$ cat src/rtl/stopwatch_scan_ctrl.sv
// Stopwatch control FSM, count prescaler and 4-digit multiplexed 7-segment scanner.
// Optional leading-zero blanking enabled by defining LEADING_ZERO_BLANK_EN.
module stopwatch_scan_ctrl #(
    parameter int unsigned TICK_DIV = 100000,
    parameter int unsigned SCAN_DIV = 1000
) (
    input  logic       clk,
    input  logic       rst_n,
    input  logic       btn_start,
    input  logic       btn_clear,
    input  logic [3:0] ones,
    input  logic [3:0] tens,
    input  logic [3:0] hundreds,
    input  logic [3:0] thousands,
    output logic       count_tick,
    output logic       count_clr,
    output logic       running,
    output logic [3:0] an,
    output logic [6:0] seg
);

    localparam int unsigned TW = (TICK_DIV > 2) ? $clog2(TICK_DIV) : 1;
    localparam int unsigned SW = (SCAN_DIV > 2) ? $clog2(SCAN_DIV) : 1;

    typedef enum logic [1:0] {
        S_IDLE  = 2'd0,
        S_RUN   = 2'd1,
        S_PAUSE = 2'd2
    } state_e;

    state_e      state_q, state_d;
    logic [TW-1:0] tick_cnt_q, tick_cnt_d;
    logic        count_tick_q, count_tick_d;
    logic        count_clr_q, count_clr_d;
    logic        running_q, running_d;
    logic [SW-1:0] scan_cnt_q, scan_cnt_d;
    logic [1:0]  idx_q, idx_d;
    logic [3:0]  an_q, an_d;
    logic [6:0]  seg_q, seg_d;

    logic [3:0]  digit_c;
    logic        blank_c;
    logic        scan_wrap_c;

    // Note: rst_n is active-high in this codebase.
    always_ff @(posedge clk or posedge rst_n) begin
        if (rst_n) begin
            state_q <= S_IDLE;
        end else begin
            state_q <= state_d;
        end
    end

    // Next-state: clear dominates start.
    always_comb begin
        state_d = state_q;
        if (btn_clear) begin
            state_d = S_IDLE;
        end else if (btn_start) begin
            case (state_q)
                S_IDLE:  state_d = S_RUN;
                S_RUN:   state_d = S_PAUSE;
                S_PAUSE: state_d = S_RUN;
                default: state_d = S_IDLE;
            endcase
        end
    end

    // Control outputs and tick prescaler; prescaler advances on cycles spent in RUN.
    always_comb begin
        tick_cnt_d   = tick_cnt_q;
        count_tick_d = 1'b0;
        count_clr_d  = 1'b0;
        running_d    = (state_d == S_RUN);
        if (btn_clear) begin
            tick_cnt_d  = '0;
            count_clr_d = 1'b1;
        end else if (state_q == S_RUN) begin
            if (tick_cnt_q == TW'(TICK_DIV - 1)) begin
                tick_cnt_d   = '0;
                count_tick_d = 1'b1;
            end else begin
                tick_cnt_d = tick_cnt_q + TW'(1);
            end
        end else if (state_q == S_IDLE) begin
            tick_cnt_d = '0;
        end
    end

    always_comb begin
        case (idx_q)
            2'd0:    digit_c = ones;
            2'd1:    digit_c = tens;
            2'd2:    digit_c = hundreds;
            default: digit_c = thousands;
        endcase
    end

`ifdef LEADING_ZERO_BLANK_EN
    // Suppress leading zeros above the ones digit.
    always_comb begin
        blank_c = 1'b0;
        case (idx_q)
            2'd3:    blank_c = (thousands == 4'd0);
            2'd2:    blank_c = (thousands == 4'd0) && (hundreds == 4'd0);
            2'd1:    blank_c = (thousands == 4'd0) && (hundreds == 4'd0) && (tens == 4'd0);
            default: blank_c = 1'b0;
        endcase
    end
`else
    assign blank_c = 1'b0;
`endif

    function automatic logic [6:0] decode_seg(input logic [3:0] d);
        logic [6:0] s;
        case (d)
            4'd0:    s = 7'b1000000;
            4'd1:    s = 7'b1111001;
            4'd2:    s = 7'b0100100;
            4'd3:    s = 7'b0110000;
            4'd4:    s = 7'b0011001;
            4'd5:    s = 7'b0010010;
            4'd6:    s = 7'b0000010;
            4'd7:    s = 7'b1111000;
            4'd8:    s = 7'b0000000;
            4'd9:    s = 7'b0010000;
            default: s = 7'b1111111;
        endcase
        return s;
    endfunction

    // Scanner: free-running slot timer, loads the next digit at each wrap.
    assign scan_wrap_c = (scan_cnt_q == SW'(SCAN_DIV - 1));

    always_comb begin
        scan_cnt_d = scan_cnt_q + SW'(1);
        idx_d      = idx_q;
        an_d       = an_q;
        seg_d      = seg_q;
        if (scan_wrap_c) begin
            scan_cnt_d = '0;
            idx_d      = idx_q + 2'd1;
            an_d       = ~(4'b0001 << idx_q);
            seg_d      = blank_c ? 7'b1111111 : decode_seg(digit_c);
        end
    end

    always_ff @(posedge clk or posedge rst_n) begin
        if (rst_n) begin
            tick_cnt_q   <= '0;
            count_tick_q <= 1'b0;
            count_clr_q  <= 1'b0;
            running_q    <= 1'b0;
            scan_cnt_q   <= '0;
            idx_q        <= 2'd0;
            an_q         <= 4'b1111;
            seg_q        <= 7'b1111111;
        end else begin
            tick_cnt_q   <= tick_cnt_d;
            count_tick_q <= count_tick_d;
            count_clr_q  <= count_clr_d;
            running_q    <= running_d;
            scan_cnt_q   <= scan_cnt_d;
            idx_q        <= idx_d;
            an_q         <= an_d;
            seg_q        <= seg_d;
        end
    end

    assign count_tick = count_tick_q;
    assign count_clr  = count_clr_q;
    assign running    = running_q;
    assign an         = an_q;
    assign seg        = seg_q;

endmodule
$ cat config.mk
export PLATFORM = sky130hd
export DESIGN_NAME = stopwatch_scan_ctrl
export DESIGN_NICKNAME = d
export VERILOG_FILES = /design/src/rtl/stopwatch_scan_ctrl.sv
export SDC_FILE = /design/constraint.sdc
export NUM_CORES = 1
export LEC_CHECK = 0
export ABC_AREA = 1
export CORE_ASPECT_RATIO = 0.8
export CORE_UTILIZATION = 45
export CTS_CLUSTER_DIAMETER = 80
export DETAILED_ROUTE_END_ITERATION = 6
export PLACE_DENSITY = 0.74
export SYNTH_ARGS = -nofsm -noshare
export SYNTH_HDL_FRONTEND = slang
export SYNTH_SLANG_ARGS = --single-unit
$ cat constraint.sdc
create_clock -name clk -period 1.6 [get_ports clk]
set_input_delay 0.32 -clock clk [delete_from_list [all_inputs] [get_ports clk]]
set_output_delay 0.32 -clock clk [all_outputs]
set_load 0.03 [all_outputs]
# Word-level counts from Yosys, hierarchy flattened
# Memories as Yosys holds them, arrays and structs flattened. A register that Yosys moved wholly into a read port is not among the register bits.
# Cells that the tools add are included.
[totals]
reg_bits = 38
latchBits = 0
ramBits = 0
romBits = 112
wordCells = 38
out_inout_bits = 14
in_bits = 20
n_memories = 1
[memory_table]
columns = ["memory", "words", "width", "rd", "rd_ports_with_merged_regs", "wr", "line_no", "rtl"]
rows = [
  ["(name not given)", 16, 7, 1, 1, 0, "116", "case (d)"],
]
[op_classes]
n_reduce_logical = 4
order_cmp = 0
addsub = 3
n_eq_ne = 7
n_div = 0
bitwise = 1
n_mux = 13
shifts = 1
multipliers = 0
[op_table]
columns = ["cell", "n"]
rows = [
  ["$mux 17", 4],
  ["$add 17x1->17 const B", 1],
  ["$eq 17x17->1 const B", 1],
  ["$pmux 4 s3", 1],
  ["$add 10x1->10 const B", 1],
  ["$eq 10x10->1 const B", 1],
  ["$mux 10", 1],
  ["$eq 2x1->1 const B", 3],
  ["$eq 2x2->1 const B", 2],
  ["$logic_not 2->1", 2],
  ["$mux 1", 4],
  ["$mux 2", 2],
  ["$not 4->4", 1],
  ["$pmux 2 s2", 1],
  ["$shl 1x2->4 const A", 1],
  ["$reduce_bool 3->1", 1],
  ["$add 2x1->2 const B", 1],
  ["$reduce_or 2->1", 1],
]

# Logic depth before layout (Yosys ltp)
# Gate-level depths: netlist of run 1.
[logic_depth]
depth_word = 6
mapped_depth = 12
depth_no_buf = 12

# Worst setup path before layout of run 1
# No wires, ideal clock.
[synth_path]
path_type = "register -> register"
from = "register idx_q[0]"
to = "register seg_q[3], in the netlist seg[3]"
required_time_ns = 1.527
stages_incl_launch_ff = 12
path_buffers = 0
path_slack_ns = -0.173
arrival_ns = 1.700
setup_time_ns = 0.073
path_cell_list = "dfrtp_1 inv_1 ha_1 nand2_1 nand2_1 o21ai_4 inv_1 ha_1 nand2_1 nand2_1 nand2_1 a21oi_1"
[synth_between]
elab_chain_len = 2
elab_cells_between_ends = 4
[synth_rtl]
columns = ["item", "line_no", "rtl"]
rows = [
  ["start: declaration", "37", "logic [1:0] idx_q, idx_d;"],
  ["start signal: assignment", "164", "idx_q <= idx_d;"],
  ["$eq 2x2->1, or another cell as far along", "91", "case (idx_q)"],
  ["$pmux 4 s3 (*)", "91", ""],
  ["end: declaration", "39", "logic [6:0] seg_q, seg_d;"],
]
# Every way passes the cells marked *; elsewhere a longest branch is shown, timed or not.
# A chain may end at the register's enable or synchronous reset.

# Worst setup path in the final report of run 1
[layout_path]
from = "register idx_q[0]"
to = "register seg_q[6], in the netlist seg[6]"
# The elaborated chain is that of the path after synthesis.

==> results.json, run 1 <==
{
  "status": "finished, violations left",
  "violations": "negative setup slack",
  "overflow": 0,
  "insertion_delay_ns": 0.30,
  "synthXorXnorAreaFrac_pct": 1.30,
  "cts_tree": "done",
  "period_minus_slack_ns": 1.78,
  "cts-root-buf": "clkbuf_8",
  "drtPass1Iterations": 4,
  "cts.sinks": 45,
  "reg2reg_depth": 12,
  "crit_path_start_kind": "register",
  "cts_hold_buf": 0,
  "via_per_inst": 5.01,
  "r2r_slack_ns": -0.18,
  "finClkSkew_ns": 0.00612,
  "final_cell_mix": "74 x nand2_1, 45 x nor2_1, 32 x dfrtp_1",
  "synth_area_per_cell_um2": 7.72,
  "synth_nets": 380,
  "grt_first_pass_wirelength_um": 10800,
  "dp.cells": 480,
  "vias": 2496,
  "ys_types": 36,
  "grt_max_degree": 37,
  "crit_path_end_kind": "register",
  "fin_crit_sh_pct": 111,
  "final_nets": 449,
  "cp_max_fo": 3,
  "wire_per_inst_um": 13.7,
  "antenna_found_initial": 0,
  "ant_nets": 0,
  "synth_fa_ha_area_share_pct": 4.63,
  "finalMaxSlewViolations": 0,
  "grt_pass1_vias": 2411,
  "n_fill_cell": 454,
  "htreeDepth": 2,
  "instances_no_fill": 498,
  "core-area_um2": 5620,
  "required_ns": 1.84,
  "drt_iter0_drc": 176,
  "grt_util_all_layers_pct": 22.1,
  "regToRegStartpoint": "idx_q[0]",
  "die-area_um2": 6320,
  "fin_ws_ns": -0.181,
  "hpwl_um": 4470,
  "yosys.area_share.simple_pct": 36.5,
  "hold_viol": 0,
  "dieWidth_um": 88.6,
  "p_per_area_nw_per_um2": 589,
  "drc": 0,
  "clockBufferDepth": 2,
  "die_h_um": 71.3,
  "critPathKind": "reg -> reg",
  "synth_area_um2": 2700,
  "setup_viol": 7,
  "fmax_mhz": 562,
  "cp.arrival_ns": 2.02,
  "power_mw": 2.18,
  "ir_worst_vdd_v": 0.000345,
  "io_buffers": 33,
  "timing.rr.end": "seg[6]",
  "layout-drive-gt1-share_pct": 31.2,
  "wirelength_um": 6810,
  "worstMarginPinSlew_ns": 0.328,
  "synth_top_family_by_area": "simple AND/OR/NAND/NOR gates",
  "yosysWarnings": 0,
  "final_util_pct": 65.9,
  "gp_congestion": 0.854,
  "ioPinCount": 34,
  "slew_headroom_pct": 78.0,
  "cap_violations": 0,
  "syn_to_final_growth_pct": 37.0,
  "synth_cells": 350,
  "cts_buffers": 5,
  "synth_mux_area_share_pct": 0,
  "layout_commonest_cell": "nand2_1",
  "min_path_type": "in -> async",
  "synth_compound_area_share_pct": 8.29,
  "synth-seq-cells": 45,
  "num_antenna_cells": 0,
  "path_clk_slew_ns": 0.08,
  "rsz0062_at_grt": "true",
  "fp-row-count": 24,
  "yosysSeqAreaShare_pct": 42.2,
  "pre_cts_ws_ns": -0.215,
  "start_util_pct": 48.1,
  "fin_tns_setup_ns": -0.958,
  "p_leak_nw": 1.68
}
## worst max-delay path, cell delays in order, from the launching register on
cell      delay, ns
dfrtp_2        0.46
buf_6          0.14
ha_4           0.17
nand2_2        0.06
nand2_2        0.06
o21ai_4        0.14
inv_2          0.08
ha_4           0.16
nand3b_1       0.18
nand2_1        0.08
nor2_1         0.05
nor2_1         0.09
nor2_1         0.05
## report_power, final
group          switching [mW]  internal (mW)
sequential            0.00981           1.16
clock                   0.389          0.304
combinational           0.173          0.145
total                   0.572           1.61
## cell usage after synthesis, drive strengths merged
library cell,n,area (um2)
nand4,8,50.1
nand3,23,143
dfstp,11,289
nor4,1,6.26
ha,10,125
nand2,96,395
nor2,68,304
inv,41,156
xor2,4,35.0
clkinv,1,5.00
dfrtp,34,851
or2,2,15.0
o21bai,3,22.5
a21oi,14,81.3
a211oi,2,15.0
nor3,7,50.1
nand3b,3,22.5
buf,4,31.3
a31o,1,8.76
o21ai,17,96.4
## cell type report
type	count	area [um2]	area share [%]
clock inverter	2	10.0	0.270
timing repair buffer	66	602	16.3
inverter	42	178	4.80
clock buffer	6	72.6	1.96
multi-input combinational	259	1600	43.2
sequential	45	1140	30.9
tap	78	97.6	2.64
## flip-flops by register name, indices dropped and copies added, names as in the netlist
register    cells
an              4
count_tick      1
count_clr       1
state_q         2
running         1
idx_q           2
tick_cnt_q     17
seg             7
scan_cnt_q     10
## through the flow
step / cell area (um2) / hold WS (ns)
detailed placement: 3300 / 0.465
floorplan: 2710 / 0.351
CTS: 3530 / 0.362
global route: 3700 / 0.364
finish: 3700 / 0.352
global placement: 3300 / 0.463
## what timing repair did
item,4_1_cts,5_1_grt
gates resized for setup,40,45
setup buffers,7,4
pin swaps,11,25
gates cloned,0,0
endpoints found under the setup margin,21,22
## layer usage
metal  vias to the layer above  global-route usage, %  share of wire (%)
li1                       1258                      -                  -
met1                      1174                   30.0                 45
met2                        58                   35.9                 50
met3                         6                   4.03                4.2
met4                         0                   7.17                1.2
met5                         -                      0                  0
## how the worst max path moves through the flow
stage | start | endpoint | slack [ns] | cells after the start
floorplan | idx_q[0] | seg[3] | -0.1 | 11
finish | idx_q[0] | seg[6] | -0.18 | 12
global placement | tens[0] | seg[3] | -0.16 | 10
CTS | idx_q[1] | seg[3] | -0.11 | 10
detailed placement | tens[0] | seg[3] | -0.21 | 10
global route | idx_q[1] | seg[0] | -0.26 | 11
## cell families after synthesis
family | after synthesis
xor gates and xnor gates | 4
and+or+nand+nor | 208
AOI/OAI and AO/OA | 37
adders and majority gates | 10
DFF | 45
buffers and inverters | 46
Note: power is estimated with default switching activity, not from simulation.
==> inputs of run 2 (changes only) <==
--- a/config.mk
+++ b/config.mk
@@ -5,8 +5,9 @@
 export SDC_FILE = /design/constraint.sdc
 export NUM_CORES = 1
 export LEC_CHECK = 0
-export ABC_AREA = 1
+export CAP_MARGIN = 40
 export CORE_ASPECT_RATIO = 0.8
+export CORE_MARGIN = 4
 export CORE_UTILIZATION = 45
 export CTS_CLUSTER_DIAMETER = 80
 export DETAILED_ROUTE_END_ITERATION = 6
==> run 2 against run 1 <==
  * The flow still finishes with violations (negative setup slack)
  * Final cell count down 16%
  * Worst hold slack better by 0.020 ns
  * Register-to-register slack worse by 0.34 ns
  * Clock power up 4.3%
  * First-iteration DRC count up 26%
  * Sequential share of layout area down 0.77 points
  * Global-route usage down 0.82 points
  * Clock-buffer cell count up 2
  * Setup slack worse by 0.34 ns
  * Critical path type unchanged
  * Critical endpoint is now seg[0]
  * Largest cell class unchanged
==> results.json, run 2 <==
{
  "grt_first_pass_wirelength_um": 11500,
  "cp.arrival_ns": 2.33,
  "fp-row-count": 23,
  "overflow": 0,
  "vias": 2380,
  "cts.sinks": 45,
  "hold_viol": 0,
  "p_per_area_nw_per_um2": 587,
  "n_fill_cell": 347,
  "synth-seq-cells": 45,
  "grt_max_degree": 46,
  "synth_mux_area_share_pct": 1.39,
  "num_antenna_cells": 0,
  "synth_edf_count": 0,
  "yosysWarnings": 0,
  "yosysMostFrequentCell": "dfrtp_1",
  "finalMaxSlewViolations": 0,
  "cts_tree": "done",
  "synth_fa_ha_area_share_pct": 5.15,
  "wirelength_um": 7250,
  "crit_path_start_kind": "register",
  "final_nets": 387,
  "largest_register_ffs": 17,
  "yosysSeqAreaShare_pct": 46.9,
  "clockBufferDepth": 2,
  "regToRegStartpoint": "idx_q[1]",
  "layout_commonest_cell": "buf_4",
  "critPathKind": "reg -> reg",
  "syn_to_final_growth_pct": 56.1,
  "p_leak_nw": 1.63,
  "ant_nets": 0,
  "synth_cells": 257,
  "synth_top_family_by_area": "simple AND/OR/NAND/NOR gates",
  "cts_buffers": 5,
  "holdWs_ns": 0.372,
  "synth_compound_area_share_pct": 17.7,
  "cts-root-buf": "clkbuf_8",
  "fin_ws_ns": -0.522,
  "synthFlopType": "dfrtp_1",
  "grt_pass1_vias": 2457,
  "finClkSkew_ns": 0.00645,
  "core-area_um2": 5120,
  "power_mw": 2.23,
  "synth_area_um2": 2430,
  "die-area_um2": 6650,
  "yosys-top-cells-area": "dfrtp_1 35%, dfstp_2 12%, ha_1 5.1%, nand2_1 4.8%, o21ai_1 3.9%",
  "period_minus_slack_ns": 2.12,
  "crit_path_end_kind": "register",
  "via_per_inst": 5.67,
  "cap_violations": 0,
  "synthXorXnorAreaFrac_pct": 3.96,
  "final_cell_mix": "57 x buf_4, 33 x dfrtp_1, 30 x nand2_1",
  "synth_top_area_share_pct": 35.0,
  "required_ns": 1.81,
  "ys_top_cells_by_count": "34 x dfrtp_1, 31 x nand2_1, 23 x nor2_1",
  "violations": "negative setup slack",
  "ys_types": 47,
  "start_util_pct": 47.4,
  "io_buffers": 33,
  "cts_hold_buf": 0,
  "min_path_type": "in -> async",
  "dieWidth_um": 90.2,
  "synth_nets": 287,
  "path_clk_slew_ns": 0.08,
  "top_usage_layer": "met2",
  "cp_max_fo": 3,
  "slew_headroom_pct": 58.1,
  "met2_usage_pct": 37.4,
  "setup_viol": 22,
  "synth_area_per_cell_um2": 9.45,
  "drt_iter0_drc": 221,
  "status": "finished, violations left",
  "rsz0062_at_grt": "true",
  "yosys.area.top_type": "dfrtp_1",
  "regMostFlops": "tick_cnt_q",
  "antenna_found_initial": 0,
  "htreeDepth": 2,
  "ir_worst_vdd_v": 0.000314,
  "die_h_um": 73.7,
  "grt_util_all_layers_pct": 21.3,
  "hpwl_um": 4330,
  "fmax_mhz": 471,
  "insertion_delay_ns": 0.29,
  "layout-drive-gt1-share_pct": 38.8,
  "grt_use_met3_pct": 3.68,
  "gp_congestion": 0.889,
  "fin_crit_sh_pct": 133,
  "drtPass1Iterations": 6,
  "wire_per_inst_um": 17.3,
  "fin_tns_setup_ns": -4.78,
  "startpoint": "idx_q[1]",
  "use_met1_pct": 27.7,
  "worstMarginPinSlew_ns": 0.627,
  "drc": 0,
  "ioPinCount": 34,
  "yosys.area_share.simple_pct": 21.8,
  "synthArstFlopShare_pct": 100
}
run 2: cell count changes in the layout (fill, tap and decap cells not counted), moves of 7 or more:
cell     before  now
a31oi_1       0    8
buf_4        27   57
inv_1        31    5
nand2_1      74   30
nand2_2      15    1
nand3_1      18    7
nor2_1       45   18
nor2_2       14    3
xnor2_1       0    7
run 2: layout make-up:
cell class / instances / area [um2] / area share, %
inverter: 11 / 41.3 / 1.09
timing repair buffer: 101 / 942 / 24.8
tap: 62 / 77.6 / 2.05
sequential: 45 / 1140 / 30.1
multi-input combinational: 193 / 1500 / 39.6
clock buffer: 8 / 90.1 / 2.38
run 2: final timing paths:
check | to | slack, ns | cells past startpoint
min in group clk | an[2] | 0.47 | 2
hold reg to reg | an[2] | 0.47 | 2
hold / removal | running | 0.37 | 3
setup reg to reg | seg[0] | -0.52 | 9
max in group asynchronous | seg[0] | 0.96 | 3
setup / recovery | seg[0] | -0.52 | 9
run 2: repair_timing:
item / CTS / global route
pin swaps: 24 / 19
gates cloned: 2 / 0
buffers inserted: 9 / 5
endpoints found under the setup margin: 36 / 26
gates resized for setup: 55 / 21
run 2: cell families (layout without fill, tap and decap cells):
logic type / count (synthesis) / count (layout)
flip-flops: 45 / 45
AO/OA/AOI/OAI: 68 / 68
AND/OR/NAND/NOR: 101 / 101
buffers and inverters: 19 / 120
XOR/XNOR: 11 / 11
adder cells (fa/ha/maj): 10 / 10
multiplexers: 3 / 3
run 2: critical path, stage by stage, from the launching register on:
cell	delay (ns)
dfrtp_1	0.42
inv_2	0.09
ha_4	0.17
a222oi_1	0.47
mux2_4	0.26
buf_6	0.11
buf_6	0.11
ha_4	0.12
a21oi_1	0.08
a21oi_1	0.21
run 2: report_power, final:
group / leakage, nW / switching, mW / internal (mW)
logic: 1.02 / 0.167 / 0.182
clock network: 0.0455 / 0.369 / 0.353
registers: 0.568 / 0.00616 / 1.15
run 2: metrics by stage:
step,utilization [%],worst slack (ns),std cells,instance area [um2]
2_1_floorplan,-,-0.270,257,2460
3_3_place_gp,63.7,-0.477,396,3260
3_5_place_dp,63.7,-0.574,396,3260
4_1_cts,71.1,-0.357,415,3640
5_1_grt,74.0,-0.576,420,3790
6_report,74.0,-0.522,420,3790
run 2: per-layer routing:
layer	vias to the layer above	share of wire (%)
li1	1124	-
met1	1163	44
met2	78	50
met3	15	4.2
met4	0	1.9
met5	-	0
